## src/rtl/mem_arb_pkg.sv

```systemverilog
// Shared types and constants for the two-requester memory arbiter.
package mem_arb_pkg;

  // Number of requesters sharing the data memory.
  localparam int NUM_REQ = 2;

  // Arbiter FSM states; IDLE is the reset state.
  typedef enum logic [1:0] {
    IDLE   = 2'd0,
    ACCESS = 2'd1,
    DONE   = 2'd2
  } state_t;

  // Requester identifier (0 or 1).
  typedef logic req_id_t;

endpackage

```

## src/rtl/mem_arb_pick.sv

```systemverilog
// Combinational winner selection for the memory arbiter.
// Policy is chosen at compile time by MEM_ARB_ROUND_ROBIN_EN:
//   defined   -> on a tie, the requester that did not win last time wins
//   undefined -> fixed priority, requester 0 always wins a tie
module mem_arb_pick
  import mem_arb_pkg::*;
(
  input  logic [NUM_REQ-1:0] req,
  input  req_id_t            last_winner,
  output req_id_t            winner,
  output logic               valid
);

`ifndef MEM_ARB_ROUND_ROBIN_EN
  // The pointer only matters for round-robin; keep it tied off cleanly here.
  logic unused_last_winner;
  assign unused_last_winner = last_winner;
`endif

  // Decide the winner among the active requests.
  always_comb begin
    valid  = |req;
    winner = 1'b0;
`ifdef MEM_ARB_ROUND_ROBIN_EN
    if (req == 2'b11) begin
      winner = ~last_winner;
    end else begin
      winner = req[1];
    end
`else
    winner = req[1] & ~req[0];
`endif
  end

endmodule

```

## src/rtl/mem_arbiter.sv

```systemverilog
// Two-requester arbiter in front of a single-port data memory.
// Each transaction takes IDLE -> ACCESS -> DONE: the winner's request is
// latched in IDLE, the memory is strobed in ACCESS, and done pulses in DONE.
// Compile-time option: MEM_ARB_ROUND_ROBIN_EN (round-robin on ties; otherwise
// requester 0 has fixed priority).
module mem_arbiter
  import mem_arb_pkg::*;
#(
  parameter int DATA_WIDTH     = 8,
  parameter int DATA_DIR_WIDTH = 8
) (
  input  logic                      clk,
  input  logic                      rst_n,
  input  logic [NUM_REQ-1:0]        req,
  input  logic [NUM_REQ-1:0]        we,
  input  logic [DATA_DIR_WIDTH-1:0] addr0,
  input  logic [DATA_DIR_WIDTH-1:0] addr1,
  input  logic [DATA_WIDTH-1:0]     wdata0,
  input  logic [DATA_WIDTH-1:0]     wdata1,
  output logic [NUM_REQ-1:0]        done,
  output logic [DATA_WIDTH-1:0]     rdata,
  output logic                      busy,
  output logic                      MemWrite,
  output logic                      MemRead,
  output logic [DATA_DIR_WIDTH-1:0] Address,
  output logic [DATA_WIDTH-1:0]     WriteData,
  input  logic [DATA_WIDTH-1:0]     ReadData
);

  state_t                    state_q, state_d;
  req_id_t                   winner_q, winner_d;
  req_id_t                   last_q, last_d;
  logic                      we_q, we_d;
  logic [DATA_DIR_WIDTH-1:0] addr_q, addr_d;
  logic [DATA_WIDTH-1:0]     wdata_q, wdata_d;
  logic [DATA_WIDTH-1:0]     rdata_q, rdata_d;

  req_id_t pick_winner;
  logic    pick_valid;

  mem_arb_pick u_pick (
    .req         (req),
    .last_winner (last_q),
    .winner      (pick_winner),
    .valid       (pick_valid)
  );

  // Next-state, transaction latch and memory strobes.
  always_comb begin
    state_d   = state_q;
    winner_d  = winner_q;
    last_d    = last_q;
    we_d      = we_q;
    addr_d    = addr_q;
    wdata_d   = wdata_q;
    rdata_d   = rdata_q;
    MemWrite  = 1'b0;
    MemRead   = 1'b0;
    Address   = '0;
    WriteData = '0;
    case (state_q)
      IDLE: begin
        if (pick_valid) begin
          winner_d = pick_winner;
          we_d     = we[pick_winner];
          addr_d   = pick_winner ? addr1 : addr0;
          wdata_d  = pick_winner ? wdata1 : wdata0;
          state_d  = ACCESS;
        end
      end
      ACCESS: begin
        Address   = addr_q;
        WriteData = wdata_q;
        MemWrite  = we_q;
        MemRead   = ~we_q;
        // Only reads update rdata; a write leaves the last read value intact.
        if (!we_q) begin
          rdata_d = ReadData;
        end
        state_d = DONE;
      end
      DONE: begin
        last_d  = winner_q;
        state_d = IDLE;
      end
      default: begin
        state_d = IDLE;
      end
    endcase
  end

  // State and datapath registers; reset aborts any transaction in flight.
  always_ff @(posedge clk or negedge rst_n) begin
    if (!rst_n) begin
      state_q  <= IDLE;
      winner_q <= 1'b0;
      last_q   <= 1'b1;
      we_q     <= 1'b0;
      addr_q   <= '0;
      wdata_q  <= '0;
      rdata_q  <= '0;
    end else begin
      state_q  <= state_d;
      winner_q <= winner_d;
      last_q   <= last_d;
      we_q     <= we_d;
      addr_q   <= addr_d;
      wdata_q  <= wdata_d;
      rdata_q  <= rdata_d;
    end
  end

  // One-cycle completion pulse on the winner's bit only.
  for (genvar gi = 0; gi < NUM_REQ; gi++) begin : g_done
    assign done[gi] = (state_q == DONE) && (winner_q == req_id_t'(gi));
  end

  assign busy  = (state_q != IDLE);
  assign rdata = rdata_q;

endmodule

```

## config.mk

```make
export PLATFORM = sky130hd
export DESIGN_NAME = mem_arbiter
export DESIGN_NICKNAME = d
export VERILOG_FILES = /design/src/rtl/mem_arb_pkg.sv /design/src/rtl/mem_arb_pick.sv /design/src/rtl/mem_arbiter.sv
export SDC_FILE = /design/constraint.sdc
export NUM_CORES = 1
export LEC_CHECK = 0
export ABC_AREA = 1
export ABC_CLOCK_PERIOD_IN_PS = 1300
export CAP_MARGIN = 0
export CORE_AREA = 2 2 53 55
export CTS_CLUSTER_SIZE = 40
export DETAILED_ROUTE_END_ITERATION = 10
export DIE_AREA = 0 0 55 57
export DONT_BUFFER_PORTS = 1
export PLACE_DENSITY = 0.8
export SLEW_MARGIN = 0
export SYNTH_ARGS = -nofsm -noshare
export SYNTH_HDL_FRONTEND = slang
export SYNTH_SLANG_ARGS = --single-unit
```

## constraint.sdc

```tcl
create_clock -name clk -period 1.3 [get_ports clk]
set_input_delay 0.26 -clock clk [delete_from_list [all_inputs] [get_ports clk]]
set_output_delay 0.26 -clock clk [all_outputs]
set_load 0.02 [all_outputs]
```

==> flow_metrics.tcl <==
set metrics [dict create \
    synthDistinctLibCells 14 \
    core_sq_um 2615 \
    drt_pass1_iterations 4 \
    timing.fmax_ghz 0.6209 \
    grt_pass1_wl_mm 5.499 \
    std_cell_rows 19 \
    die_h_um 57 \
    cp_data_arrival_time_ns 1.35 \
    cp_slowest_cell "dfrtp_2" \
    grt_remaining_overflow 0 \
    startpoint_type "flop" \
    crit_path_end_kind "primary output" \
    yosys-top-cells-area "dfrtp_1 (46%), nand2_1 (28%), nand3_1 (6.0%), nor2_1 (5.0%), inv_1 (4.7%)" \
    crit_path_cell_trace "nor2_4 -> buf_4 -> buf_6 -> nand2_8 -> inv_8" \
    worstSetupPathType "flop to primary output" \
    path_max_fanout 5 \
    synth_edf_count 0 \
    cts_buffer_depth 2 \
    synth_commonest_cells "nand2_1 (112), dfrtp_1 (28), nor2_1 (20)" \
    r2r_end "rdata[5]" \
    p_int_w 0.002605 \
    vias_per_cell 5.129 \
    synth_top_area_share 0.4636 \
    avgSynthCellArea_sq_um 7.063 \
    async_flop_share 1.000 \
    crit_start "state_q[1]" \
    vias 1436 \
    critPathMaxStageDelay_ns 0.47 \
    worst_pin_slew_ns 0.8920 \
    cts_tree "yes" \
    drv_slew 0 \
    synthFlopType "dfrtp_1" \
    p_switching_w 0.002195 \
    cp.required_ns 1.04 \
    pre_cts_ws_ns -0.02282 \
    status "finished, violations left" \
    endpoint "MemRead" \
    clkTransAtPathRegs_ns 0.15 \
    place_hpwl_mm 2.237 \
    setup_ws_ns -0.3105 \
    r2r-start "state_q[1]" \
    synth_cells 214 \
    ant_nets 0 \
    track_usage 0.2377 \
    cap_violations 0 \
    power_w 0.004801 \
    r2r_slack_ns -0.15 \
    p_leak_nw 1.109 \
    clock_latency_ns 0.32 \
    peakVddDrop_v 0.001703 \
    reg2reg_depth 8 \
    portBuffers 0 \
    diodes 0 \
    drc 0 \
    clock-root-buffer "clkbuf_4" \
    seq_power_share 0.352 \
    hold_viol_final 0 \
    fin_worst_skew_ns 0.005101 \
    first_iter_violations 41 \
    drive_above_1_share 0.2651 \
    power_density_nw_per_um2 2447 \
    cts_buffers 3 \
    clock_sinks 28 \
    ys_warn_count 0 \
    grt_max_degree 29 \
    initial_utilization 0.5780 \
    yosys.area.top_type "dfrtp_1" \
    synth-seq-cells 28 \
    wire_per_inst_um 13.72 \
    yosysMostFrequentCell "nand2_1" \
    hold_path.class "input port to flop" \
    antenna_found_initial 0 \
    gp_congestion 0.7752 \
    netlist_area_sq_um 1511 \
    setup_violations 30 \
    combPwrFrac 0.531 \
    slew_headroom 0.4032 \
    period_needed_ns 1.610 \
    io-pin-count 75 \
    die_w_um 55 \
    rsz0062_at_grt "true" \
    area.growth.synth_to_final_pct 29.80 \
    p_clk_frac 0.117 \
    h-tree-depth 1 \
    grt_pass1_vias 1272 \
    synth-seq-area-share 0.4636 \
    syn_nets 260 \
    violations "setup timing" \
    die_area_sq_um 3135 \
    swShare 0.4573 \
    period_share 1.239 \
    nNetsFinal 296 \
    wl_mm 3.841 \
]
-- metrics by stage --
step	util	hold WS (ns)	instance area [sq um]	setup TNS, ns	instances
floorplan	-	-0.03559	1511	-0.5079	214
global placement	0.6349	-0.03496	1660	0	261
global route	0.7502	0.01631	1962	-8.258	280
CTS	0.7077	0.02897	1851	-4.820	275
finish	0.7502	0.03895	1962	-6.374	280
detailed placement	0.6349	-0.03474	1660	-0.02282	261
-- final cells by class --
class	instances	area [sq um]
clock buffers	3	22.52
clock inverters	1	30.03
repair inverters	1	3.754
inverters	23	98.84
repair buffers	33	292.8
fillers	221	653.1
flip-flops and latches	28	701.9
multi-input cells	160	773.2
well taps	31	38.79
-- placed cells by master (no fill, tap or decap) --
cell / n
dlygate4sd3_1: 1
buf_4: 23
buf_6: 8
nor2_2: 4
o21ai_4: 2
dfrtp_2: 1
nand2_2: 6
nand3_1: 18
nand2_1: 105
nand2_4: 2
bufinv_16: 1
inv_6: 1
nor2_1: 14
nor2_8: 1
dfrtp_1: 27
inv_2: 4
buf_12: 1
nor2_4: 7
inv_8: 1
inv_1: 18
nand2_8: 1
clkbuf_4: 3
-- how the worst min path moves through the flow --
stage	from	endpoint	slack (ns)	cells past startpoint
2_1_floorplan	rst_n	addr_q[0]	-0.04	0
3_3_place_gp	rst_n	addr_q[4]	-0.03	0
3_5_place_dp	rst_n	addr_q[4]	-0.03	0
4_1_cts	ReadData[1]	rdata[1]	0.03	2
5_1_grt	ReadData[1]	rdata[1]	0.02	2
6_report	ReadData[1]	rdata[1]	0.04	2
-- repair_timing --
action                     in CTS  in global routing
cloned                          1                  4
pin swaps                       4                  6
gates resized for setup        16                 19
hold endpoints to repair       28                  0
buffers inserted                7                  1
hold buffers                    2                  0
setup endpoints to repair      21                 47
-- layer usage --
| layer | part of all wire | up-vias | GRT usage | wire, um |
|---|---|---|---|---|
| met3 | 0.043 | 2 | 0.02094 | 164 |
| met4 | 0.0070 | 0 | 0.06620 | 27 |
| met5 | 0 | - | 0 | 0 |
| met1 | 0.42 | 676 | 0.3101 | 1598 |
| li1 | - | 718 | - | - |
| met2 | 0.53 | 40 | 0.4133 | 2052 |
-- critical path: cells and delay by family (launching register included) --
kind,cells,cell delay [ns]
buffers and inverters,3,0.33
AND/OR/NAND/NOR,2,0.24
flip-flops,1,0.47
-- sequential cells by signal, summed over array words and instances (netlist names) --
name / cells
addr_q: 8
rdata: 8
wdata_q: 8
state_q: 2
we_q: 1
winner_q: 1
-- logic make-up after synthesis --
| logic type | after synthesis | share of synthesized area |
|---|---|---|
| compound gates | 1 | 0.01076 |
| buf+inv | 30 | 0.09851 |
| flops | 28 | 0.4636 |
| simple gates | 155 | 0.4272 |
-- power by group through the flow --
stage          logic (W)  registers (W)  clock network (W)
2_1_floorplan    0.00136        0.00165                  0
3_3_place_gp     0.00179        0.00168                  0
3_5_place_dp     0.00183        0.00169                  0
4_1_cts          0.00223        0.00167           0.000571
5_1_grt          0.00279        0.00173           0.000612
6_report         0.00255        0.00169           0.000562
No activity file was read; power rests on OpenSTA's default activity.
